File: src/rtl/regfile_dump_reader.sv
// rtl/regfile_dump_reader.sv - sequential register-file dump with valid/ready output and abort
module regfile_dump_reader #(
    parameter int XLEN = 32,
    parameter int AW   = 5
) (
    input  logic            clk,
    input  logic            rst_n,
    input  logic            start,
    input  logic            abort,
    input  logic [AW-1:0]   first_addr,
    input  logic [AW-1:0]   last_addr,
    output logic [AW-1:0]   rf_addr,
    input  logic [XLEN-1:0] rf_rdata,
    output logic            out_valid,
    input  logic            out_ready,
    output logic [AW-1:0]   out_addr,
    output logic [XLEN-1:0] out_data,
    output logic            busy,
    output logic            done,
    output logic [AW:0]     count
);

    typedef enum logic [1:0] {
        S_IDLE = 2'd0,
        S_READ = 2'd1,
        S_HOLD = 2'd2,
        S_DONE = 2'd3
    } state_t;

    // Beat count tops out at the number of registers in the file.
    localparam logic [AW:0]   COUNT_MAX = {1'b1, {AW{1'b0}}};
    localparam logic [AW:0]   COUNT_ONE = 1;
    localparam logic [AW-1:0] ADDR_ONE  = 1;

    state_t        state;
    state_t        state_d;
    logic [AW-1:0] addr_q;
    logic [AW-1:0] last_q;

    logic load;       // accept a start: latch range, clear count
    logic capture;    // register the addressed word into the output beat
    logic accept;     // consumer took the beat this cycle
    logic advance;    // step to the next register
    logic valid_clr;  // retire the output beat (accepted or abandoned)

    // State register.
    always_ff @(posedge clk or negedge rst_n) begin
        if (!rst_n) begin
            state <= S_IDLE;
        end else begin
            state <= state_d;
        end
    end

    // Next-state and control decode; abort always returns to IDLE from an active state.
    always_comb begin
        state_d   = state;
        load      = 1'b0;
        capture   = 1'b0;
        accept    = 1'b0;
        advance   = 1'b0;
        valid_clr = 1'b0;
        case (state)
            S_IDLE: begin
                if (start && !abort) begin
                    load    = 1'b1;
                    state_d = (first_addr <= last_addr) ? S_READ : S_DONE;
                end
            end
            S_READ: begin
                if (abort) begin
                    state_d = S_IDLE;
                end else begin
                    capture = 1'b1;
                    state_d = S_HOLD;
                end
            end
            S_HOLD: begin
                if (out_ready) begin
                    // A beat handed over together with abort still counts.
                    accept    = 1'b1;
                    valid_clr = 1'b1;
                    if (abort) begin
                        state_d = S_IDLE;
                    end else if (addr_q == last_q) begin
                        // Compare before incrementing so a range ending at the
                        // top register never wraps the counter to zero.
                        state_d = S_DONE;
                    end else begin
                        advance = 1'b1;
                        state_d = S_READ;
                    end
                end else if (abort) begin
                    valid_clr = 1'b1;
                    state_d   = S_IDLE;
                end
            end
            S_DONE: begin
                state_d = S_IDLE;
            end
            default: begin
                state_d = S_IDLE;
            end
        endcase
    end

    // Address counter and latched end of range.
    always_ff @(posedge clk or negedge rst_n) begin
        if (!rst_n) begin
            addr_q <= '0;
            last_q <= '0;
        end else if (load) begin
            addr_q <= first_addr;
            last_q <= last_addr;
        end else if (advance) begin
            addr_q <= addr_q + ADDR_ONE;
        end
    end

    // Output beat: captured in READ, held through HOLD until taken or abandoned.
    always_ff @(posedge clk or negedge rst_n) begin
        if (!rst_n) begin
            out_valid <= 1'b0;
            out_addr  <= '0;
            out_data  <= '0;
        end else if (capture) begin
            out_valid <= 1'b1;
            out_addr  <= addr_q;
            // Register x0 is hardwired to zero regardless of what the file returns.
            out_data  <= (addr_q == '0) ? '0 : rf_rdata;
        end else if (valid_clr) begin
            out_valid <= 1'b0;
        end
    end

    // Accepted-beat counter, cleared on each accepted start and saturating.
    always_ff @(posedge clk or negedge rst_n) begin
        if (!rst_n) begin
            count <= '0;
        end else if (load) begin
            count <= '0;
        end else if (accept && (count != COUNT_MAX)) begin
            count <= count + COUNT_ONE;
        end
    end

    assign rf_addr = addr_q;
    assign busy    = (state != S_IDLE);
    assign done    = (state == S_DONE) && !abort;

endmodule

File: config.mk
export PLATFORM = sky130hd
export DESIGN_NAME = regfile_dump_reader
export DESIGN_NICKNAME = d
export VERILOG_FILES = /design/src/rtl/regfile_dump_reader.sv
export SDC_FILE = /design/constraint.sdc
export NUM_CORES = 1
export LEC_CHECK = 0
export BUFFER_PORTS_ARGS = -buffer_cell sky130_fd_sc_hd__buf_4
export CORE_ASPECT_RATIO = 0.5
export CORE_UTILIZATION = 44
export DETAILED_ROUTE_END_ITERATION = 8
export GPL_TIMING_DRIVEN = 0
export PLACE_DENSITY = 0.84
export SLEW_MARGIN = 20
export SYNTH_ARGS = -nofsm -noshare
export SYNTH_HDL_FRONTEND = slang
export SYNTH_SLANG_ARGS = --single-unit
File: constraint.sdc
create_clock -name clk -period 1.34 [get_ports clk]
set_input_delay 0.201 -clock clk [delete_from_list [all_inputs] [get_ports clk]]
set_output_delay 0.201 -clock clk [all_outputs]
set_load 0.005 [all_outputs]
### After elaboration in Yosys (flattened, before gate mapping)

Cells that the tools add are included.

* flip-flop bits (word level): 56
* bits in latches: 0
* RAM bits: 0
* ROM bits: 0
* output and inout port bits: 51
* logic and storage cells: 56
* memories: 0

* add/subtract/negate cells: 2
* multipliers: 0
* divide/modulo/power cells: 0
* magnitude comparators: 1
* equal/unequal tests: 7
* shift-type cells: 0
* muxes and demuxes: 28
* bitwise gates (word level): 0
* reduce and logical (&&, ||, !) cells: 11

Operators by type and width (number)
* $mux W32: 1
* $mux W1: 15
* $mux W2: 7
* $mux W6: 2
* $mux W5: 2
* $pmux W2 S4: 1
* $reduce_bool A2 Y1: 4
* $add A6 B1 Y6 const B: 1
* $ne A6 B6 Y1 const B: 1
* $add A5 B1 Y5 const B: 1
* $eq A5 B5 Y1: 1
* $le A5 B5 Y1: 1
* $logic_not A5 Y1: 1
* $eq A2 B2 Y1 const B: 2
* $logic_and A1 B1 Y1: 3
* $ne A3 B3 Y1 const B: 1
* $eq A2 B1 Y1 const B: 1
* $logic_not A2 Y1: 1
* $ne A2 B2 Y1 const B: 1
* $reduce_and A2 Y1: 1
* $logic_not A1 Y1: 1

### Logic depth before layout (Yosys ltp)

Gate-level depths: netlist of run 1.

* word-level depth: 7
* gate-level depth with buffers: 7
* depth with buffers taken out: 7

### Worst setup path after synthesis of run 1

No wires, ideal clock.

* kind: register -> register
* from: register addr_q[0], in the netlist rf_addr[0]
* to: register out_data[25]
* arrival time: 1.356 ns
* data required time: 1.219 ns
* slack: -0.137 ns
* cell stages (with the launch flop): 7
* buffers on the path: 1
* path through: dfrtp_1 > inv_1 > ha_1 > nor4b_1 > nor2_2 > buf_6 > a22o_1

* longest elaborated chain between the ends: 2

Ends and longest elaborated chain
* start: declaration: line 37 `logic [AW-1:0] addr_q;`
* start signal: assignment: line 113 `addr_q <= first_addr;`
* start signal: assignment: line 116 `addr_q <= addr_q + ADDR_ONE;`
* $logic_not A5 Y1: line 130 `out_data <= (addr_q == '0) ? '0 : rf_rdata;`
* $mux W32: line 130
* end signal: assignment: line 130
* end: declaration: line 17 `output logic [XLEN-1:0] out_data,`

Every way passes these cells.
A chain may end at the register's enable or synchronous reset.

### Worst setup path after layout of run 1

* from: register state[0]
* to: register addr_q[0], in the netlist rf_addr[0]

* longest elaborated chain between the ends: 3
* elaborated cells on any way between the ends: 6
* classes of those cells: 1 x eq/ne; 3 x mux; 2 x reduce/logical

Ends and longest elaborated chain
* start: declaration: line 35 `state_t state;`
* start signal: assignment: line 51 `state <= state_d;`
* $eq A2 B2 Y1 or $logic_not A2 Y1 (tied branches): line 63 `case (state)`
* $mux W1: line 63
* $reduce_bool A2 Y1 (no line) or $mux W5 (tied branches)

Parallel ways exist; a longest one is shown, timed or not.

==> run summary, run 1 <==
final core occ: 73.9%
TritonRoute pass-1 iters: 4
FF-to-FF End: rf_addr[0]
final setup vio count: 56
flop and latch count out of synthesis: 56
Worst R2R Start: state[0]
crit path to: rf_addr[0]
Post-Synth Simple-Gate Area: 10.2%
XOR/XNOR Fraction of Synth Area: 4.47%
worst reg2reg path depth: 6
reg-to-reg slack, setup: -0.27 ns
Pint: 4.89 mW
CTS sink cnt: 56
Final WS setup: -0.266 ns
Fmax achieved: 623 MHz
Tcrit/Tclk final: 120%
Critical Path RT: 1.51 ns
max-cap violations: 0
global route overflow: 0
share of layout cells above drive strength 1: 55.7%
Buffers on Ports: 97
Switching Share: 31.7%
synth unique cells: 40
vias in the first global route: 2285
Switch Pwr: 2.27 mW
sequential area share after synthesis: 55.6%
Initial Util: 45.9%
worst skew pair latency: 0.29 ns
most common cell after layout, fill and taps aside: buf_4
worst hold-check path type: input pin to register
Logic pwr share: 41.6%
Cells after Synth: 205
syn_area_per_cell: 12.3 um^2
Routed WL per cell: 19.9 um
Clock transition at path regs: 0.07 ns
Flop pwr share: 39.4%
met1 Resource Use GR: 27.5%
hpwl dp: 4400 um
Max rail drop VDD: 0.00103 V
CTS H-tree lvls: 2
crit-path max FO: 6
# fillers: 318
min cycle time layout: 1.61 ns
post-synthesis compound-gate area fraction: 15.5%
global routing's busiest layer: met2
top_reg_cell synth: dfrtp_1
Total GRT Usage: 23.4%
die width: 109 um
1st-iter DRT viols: 121
adder-cell share of the synthesized area: 4.47%
run status: finished, violations left
initial antenna violation count: 0
largest net degree at the start of global routing: 57
first-pass GRT wire length: 10900 um
Leakage: 2.01 nW
largest family of logic cells by synthesized area: compound AO/OA/AOI/OAI gates
pre-CTS setup slack: -0.206 ns
CP startpoint: state[0]
Pwr per Cell Area: 1770 nW/um^2
Final ANT Viol Nets: 0
Layout Nets: 398
vias per std cell: 5.55
Setup CP Type: register to register
n_diodes: 0
final wirelength: 8290 um
Arr. time, crit path: 1.78 ns
most frequent cells in the layout: buf_4, dfrtp_1, a22o_1
RSZ-0062 raised after global routing: true
CORE AREA: 5490 um^2
Rows: 19
GPL Wtd Cong: 0.808
worst hold margin: 0.122 ns
Clock Tree Buf Depth: 2
CP Launch Type: register
total power: 7.16 mW
met2 usage: 41.6%
Post-Route Skew: 0.00480 ns
Setup crit end kind: register
DR vias: 2307
I/O pin total: 98
relative slew slack: 52.6%
TritonCTS clock tree: yes
multiplexer area fraction after synthesis: 4.67%
syn_nets: 261
asr flop ratio synth: 100%
CTS buffer count: 5
Final Max Slew Viols: 0
clock power share: 19.0%
Final TNS setup: -8.85 ns
die area: 6050 um^2
final hold viol count: 0
M3 GR Usage: 4.72%
Synth Warn #: 0
Tightest Pin Transition: 0.712 ns
clk root buf: clkbuf_16
Synth Cell Area: 2520 um^2
Layout area overhead: 61.0%
Post-synth EDFFs: 0
failing checks: setup timing
Residual DRC: 0
Die Height: 55.5 um
cell type report:
cell class                      instances  area [um^2]  area share (%)
Sequential cell                        56         1410            34.7
Clock inverter                          2         15.0           0.370
Tap cell                               73         91.3            2.25
Timing Repair Buffer                  131         1080            26.6
Clock buffer                            6          139            3.42
Multi-Input combinational cell        128         1190            29.2
Buffer                                  9         96.3            2.37
Inverter                               11         41.3            1.02
flip-flops by register name (all words and copies together), names as in the netlist:
name	cells
out_valid	1
out_addr	5
state	2
rf_addr	5
out_data	32
last_q	5
count	6
cells by family (layout without fill, tap and decap cells):
kind of cell,count (synthesis),count (layout)
buf+inv,21,159
xor+xnor,12,12
simple gates,47,47
mux,10,10
flops,56,56
compound gates,50,50
fa+ha+maj,9,9
worst max-delay path: stages, from the launching register on:
cell,delay [ns]
dfrtp_2,0.48
nand3b_1,0.28
nor2_4,0.19
o21ai_4,0.11
buf_4,0.15
xnor2_2,0.17
o21ai_1,0.10
synth_stat cells (3+ instances only):
library cell,n,share of area (%)
dfrtp_1,56,56
a22o_1,32,11
nor2_1,12,1.8
inv_1,11,1.6
ha_1,9,4.5
nand2_1,8,1.2
o21ai_0,8,1.6
xnor2_1,8,2.8
nand3_1,7,1.4
mux2_2,6,2.7
buf_6,5,2.2
buf_2,3,0.60
o211ai_1,3,0.89
or3_1,3,0.74
xor2_1,3,1.0
power by group through the flow:
stage | clock network [mW] | registers (mW) | logic, mW
after global placement | 0 | 2.73 | 2.18
after detailed placement | 0 | 2.76 | 2.28
after CTS | 1.35 | 2.75 | 2.57
after global routing | 1.44 | 2.87 | 3.14
after floorplan | 0 | 2.74 | 0.986
final | 1.36 | 2.82 | 2.98
metrics by stage:
stage          area (um^2)  instances
4_1_cts               3810        402
2_1_floorplan         2550        205
3_3_place_gp          3370        375
3_5_place_dp          3370        375
5_1_grt               4060        416
6_report              4060        416
how the worst min path moves through the flow:
| stage | depth (start not counted) | startpoint | endpoint | slack (ns) |
|---|---|---|---|---|
| after floorplan | 0 | rst_n | count[0] | -0.09 |
| after global placement | 1 | rst_n | out_data[15] | 0.28 |
| after detailed placement | 1 | rst_n | out_data[12] | 0.29 |
| after CTS | 2 | rf_rdata[16] | out_data[16] | 0.12 |
| after global routing | 2 | rf_rdata[16] | out_data[16] | 0.11 |
| final | 2 | rf_rdata[16] | out_data[16] | 0.12 |
layer usage:
layer	up-vias	share of wire, %
met4	0	2.0
li1	1006	-
met2	100	51
met3	19	5.0
met5	-	0
met1	1182	42
timing repair:
item	4_1_cts	5_1_grt
gates resized for setup	43	24
setup buffers	15	15
endpoints found under the setup margin	56	57
endpoints found under the hold margin	56	0
pin swaps	8	11
gates cloned	3	1
hold buffers	1	0
(Power assumes the default switching activity.)
==> run 2, diff against run 1 <==
--- a/config.mk
+++ b/config.mk
@@ -11,6 +11,7 @@
 export DETAILED_ROUTE_END_ITERATION = 8
 export GPL_TIMING_DRIVEN = 0
 export PLACE_DENSITY = 0.84
+export SETUP_SLACK_MARGIN = 0.05
 export SLEW_MARGIN = 20
 export SYNTH_ARGS = -nofsm -noshare
 export SYNTH_HDL_FRONTEND = slang
==> run 2 against run 1 <==
Net effect:
- the flow still finishes with violations (setup timing)
- final cell count decreased by 0.24%
- register-to-register slack got worse by 0.11 ns
- worst hold slack got worse by 0.0016 ns
- non-clock buffer count decreased by 1
- sequential share of layout area decreased by 0.053 points
- critical path type unchanged
- highest routed layer unchanged
==> run summary, run 2 (synthesis results as in run 1) <==
run status: finished, violations left
failing checks: setup timing
Flop pwr share: 39.2%
CORE AREA: 5490 um^2
Setup CP Type: register to register
CTS H-tree lvls: 2
GPL Wtd Cong: 0.805
first-pass GRT wire length: 11200 um
share of layout cells above drive strength 1: 56.4%
Switch Pwr: 2.32 mW
CTS buffer count: 5
Tcrit/Tclk final: 128%
Clock transition at path regs: 0.07 ns
min cycle time layout: 1.72 ns
Buffers on Ports: 97
vias in the first global route: 2273
Tightest Pin Transition: 0.717 ns
worst skew pair latency: 0.29 ns
Rows: 19
RSZ-0062 raised after global routing: true
I/O pin total: 98
Setup crit end kind: register
1st-iter DRT viols: 162
Layout area overhead: 61.3%
DR vias: 2329
Final Max Slew Viols: 0
die width: 109 um
max-cap violations: 0
initial antenna violation count: 0
Final WS setup: -0.378 ns
final hold viol count: 0
Storage cell area: 1410 um^2
TritonCTS clock tree: yes
Largest regs: out_data: 32 flops, count: 6 flops
pre-CTS setup slack: -0.247 ns
Reg with most FFs: out_data
global route overflow: 0
clock power share: 18.0%
Pint: 4.91 mW
Arr. time, crit path: 1.88 ns
Final Cell Area: 4060 um^2
Routed WL per cell: 19.9 um
Logic pwr share: 42.8%
die area: 6050 um^2
Die Height: 55.5 um
most frequent cells in the layout: buf_4, dfrtp_1, a22o_1
crit-path max FO: 7
worst hold margin: 0.120 ns
Initial Util: 45.9%
dpl cell area: 3370 um^2
TritonRoute pass-1 iters: 4
number of flip-flops in the largest register: 32
vias per std cell: 5.61
Pwr per Cell Area: 1780 nW/um^2
worst hold-check path type: input pin to register
Post-Route Skew: 0.00507 ns
clk root buf: clkbuf_16
Fmax achieved: 582 MHz
Critical Path RT: 1.51 ns
Total GRT Usage: 24.4%
n_diodes: 0
Multi-input gate area: 1210 um^2
Residual DRC: 0
Final ANT Viol Nets: 0
final wirelength: 8240 um
Switching Share: 32.1%
largest net degree at the start of global routing: 57
final setup vio count: 54
Leakage: 2.00 nW
Max rail drop VDD: 0.000828 V
hpwl dp: 4380 um
CP Launch Type: register
CTS sink cnt: 56
most common cell after layout, fill and taps aside: buf_4
relative slew slack: 52.2%
# fillers: 316
Clock Tree Buf Depth: 2
Layout Nets: 397
[run 2: what timing repair did]
item                                   CTS  global route
endpoints found under the hold margin   56             0
buffers inserted                        17            10
cloned                                   3             2
setup endpoints to repair               56            57
hold buffers                             1             0
gates resized for setup                 39            41
pin swaps                                7            10
[run 2: final timing paths]
kind | startpoint | end | slack (ns) | depth (start not counted)
max | rf_addr[3] | rf_addr[1] | -0.38 | 5
min | rf_rdata[13] | out_data[13] | 0.12 | 2
max reg2reg | rf_addr[3] | rf_addr[1] | -0.38 | 5
min reg2reg | out_addr[0] | out_addr[0] | 0.51 | 2
max in group asynchronous | rst_n | rf_addr[4] | 0.29 | 2
min in group asynchronous | rst_n | last_q[2] | 0.51 | 2
[run 2: metrics by stage]
stage               cells  total power, mW  setup TNS, ns  util [%]
floorplan             205             3.73         -0.341         -
global placement      375             4.90          -6.25      61.4
detailed placement    375             5.02          -8.29      61.4
CTS                   404             6.65          -4.99      69.1
global route          415             7.55         -11.21      74.0
finish                415             7.22         -10.11      74.0
[run 2: power by group through the flow]
stage	Sequential [mW]	Clock [mW]	Combinational, mW
3_5_place_dp	2.76	0	2.26
2_1_floorplan	2.74	0	0.989
4_1_cts	2.74	1.30	2.60
3_3_place_gp	2.72	0	2.18
5_1_grt	2.89	1.39	3.27
6_report	2.83	1.30	3.10
[run 2: worst max-delay path, cell delays in order, from the launching register on]
cell	delay, ns
dfrtp_2	0.49
xnor2_1	0.21
nand2_1	0.16
o21ai_4	0.25
mux2i_1	0.36
o21ai_1	0.12
[run 2: final cells by class]
class	count	share of cell area, %
Buffer	9	2.28
Clock buffer	5	3.08
Clock inverter	3	0.462
Inverter	11	1.08
Multi-Input combinational cell	128	29.8
Sequential cell	56	34.7
Tap cell	73	2.25
Timing Repair Buffer	130	26.4
[run 2: per-layer routing]
layer | vias up | global-route usage [%] | wire, um
li1 | 998 | - | -
met1 | 1177 | 28.8 | 3220
met2 | 117 | 43.1 | 4200
met3 | 37 | 4.72 | 471
met4 | 0 | 10.4 | 349
met5 | - | 0 | 0
==> run 3, diff against run 2 <==
--- a/config.mk
+++ b/config.mk
@@ -7,10 +7,11 @@
 export LEC_CHECK = 0
 export BUFFER_PORTS_ARGS = -buffer_cell sky130_fd_sc_hd__buf_4
 export CORE_ASPECT_RATIO = 0.5
-export CORE_UTILIZATION = 44
+export CORE_UTILIZATION = 48
 export DETAILED_ROUTE_END_ITERATION = 8
 export GPL_TIMING_DRIVEN = 0
-export PLACE_DENSITY = 0.84
+export PLACE_DENSITY = 0.87
+export REMOVE_ABC_BUFFERS = 1
 export SETUP_SLACK_MARGIN = 0.05
 export SLEW_MARGIN = 20
 export SYNTH_ARGS = -nofsm -noshare
==> constraint.sdc (replaced) <==
create_clock -name clk -period 1.91 [get_ports clk]
set_input_delay 0.2865 -clock clk [delete_from_list [all_inputs] [get_ports clk]]
set_output_delay 0.2865 -clock clk [all_outputs]
set_load 0.005 [all_outputs]
==> run 3 against run 2 <==
Net effect:
- the flow now finishes without violations
- combinational power is 51% lower
- routed wire length decreased by 31%
- register-to-register slack gained 0.58 ns
- die area is 8.1% lower
- clock power decreased by 52%
- clock skew up 0.0034 ns
- critical endpoint is now out_data[27]
==> run summary, run 3 (synthesis results as in run 1) <==
run status: finished, final reports clean
min cycle time layout: 1.71 ns
pre-CTS setup slack: -0.665 ns
n_diodes: 0
Top delay family on crit path: flip-flops
first-pass GRT wire length: 9000 um
Buffers on Ports: 97
TritonRoute pass-1 iters: 4
Tcrit/Tclk final: 89.4%
worst hold-check path type: input pin to asynchronous set/reset pin
Setup CP Type: register to register
Clock transition at path regs: 0.10 ns
most common cell after layout, fill and taps aside: buf_4
Layout Nets: 361
Fmax achieved: 585 MHz
Reg with most FFs: out_data
delay of the slowest cell on the worst path: 0.46 ns
initial antenna violation count: 0
I/O pin total: 98
Final WS setup: 0.202 ns
DR vias: 1946
CORE AREA: 4980 um^2
Final ANT Viol Nets: 0
total power: 4.07 mW
CTS H-tree lvls: 2
share of layout cells above drive strength 1: 41.6%
Residual DRC: 0
Tightest Pin Transition: 0.685 ns
die area: 5560 um^2
final hold viol count: 0
Die Height: 53.2 um
Worst R2R Start: rf_addr[0]
number of flip-flops in the largest register: 32
Final TNS setup: 0 ns
Setup crit end kind: register
relative slew slack: 54.3%
largest net degree at the start of global routing: 57
Post-Route Skew: 0.00849 ns
clk root buf: clkbuf_8
Slowest cell on crit path: dfrtp_1
TritonCTS clock tree: yes
most frequent cells in the layout: buf_4, dfrtp_1, a22o_1
CTS buffer count: 5
CTS sink cnt: 56
Total GRT Usage: 20.9%
Routed WL per cell: 15.2 um
Pwr per Cell Area: 1200 nW/um^2
final wirelength: 5690 um
max-cap violations: 0
die width: 104 um
vias per std cell: 5.19
GPL Wtd Cong: 0.827
Critical Path RT: 2.11 ns
Largest regs: out_data: 32 flops, count: 6 flops
vias in the first global route: 1865
Leakage: 1.72 nW
1st-iter DRT viols: 54
Rows: 18
RSZ-0062 raised after global routing: false
CP Launch Type: register
Clock Tree Buf Depth: 2
worst skew pair latency: 0.31 ns
FF-to-FF End: out_data[27]
final setup vio count: 0
Arr. time, crit path: 1.90 ns
global route overflow: 0
crit-path max FO: 6
Bufs and invs on worst path: 2
worst reg2reg path depth: 6
Max rail drop VDD: 0.000472 V
hpwl dp: 3970 um
reg-to-reg slack, setup: 0.20 ns
Final Max Slew Viols: 0
worst-path cell chain: inv_1 > ha_1 > nor4b_4 > nor2_4 > buf_4 > a22o_1
Initial Util: 50.6%
Layout area overhead: 35.2%
run 3: cell type report:
cell class | instances | area (um^2)
well taps | 70 | 87.6
multi-input cells | 129 | 1030
clock buffers | 6 | 72.6
flip-flops and latches | 56 | 1400
fillers | 381 | 1570
clock inverters | 1 | 5.00
inverters | 11 | 41.3
repair buffers | 102 | 766
run 3: how the worst max path moves through the flow:
| stage | startpoint | endpoint | cells after the start |
|---|---|---|---|
| after floorplan | state[0] | out_data[0] | 4 |
| final | rf_addr[0] | out_data[27] | 6 |
| after detailed placement | abort | out_data[18] | 5 |
| after global routing | rf_addr[0] | out_data[21] | 6 |
| after CTS | state[0] | out_data[31] | 5 |
| after global placement | abort | out_data[23] | 5 |
run 3: repair_timing:
action	in CTS	in global routing
hold buffers	0	0
gates cloned	1	0
setup endpoints to repair	35	36
resized for setup	5	1
pin swaps	2	0
endpoints found under the hold margin	0	0
setup buffers	5	0
run 3: stage by stage:
stage               instances  util (%)  hold slack, ns  instance area (um^2)
finish                    375      68.5         0.00306                  3410
global route              375      68.5          0.0677                  3410
CTS                       375      68.4          0.0451                  3400
detailed placement        362      65.3           0.382                  3250
global placement          362      65.3           0.365                  3250
floorplan                 195         -        -0.00909                  2430
run 3: power by group:
| group | internal (mW) | switching (mW) |
|---|---|---|
| clock | 0.251 | 0.372 |
| sequential | 1.61 | 0.335 |
| combinational | 0.968 | 0.543 |
| total | 2.82 | 1.25 |
run 3: routing by layer:
metal	track usage [%]	part of all wire, %	vias up
met5	0	0	-
met4	5.95	0.40	0
met3	2.71	3.3	3
met2	38.5	54	45
met1	26.4	43	967
li1	-	-	931
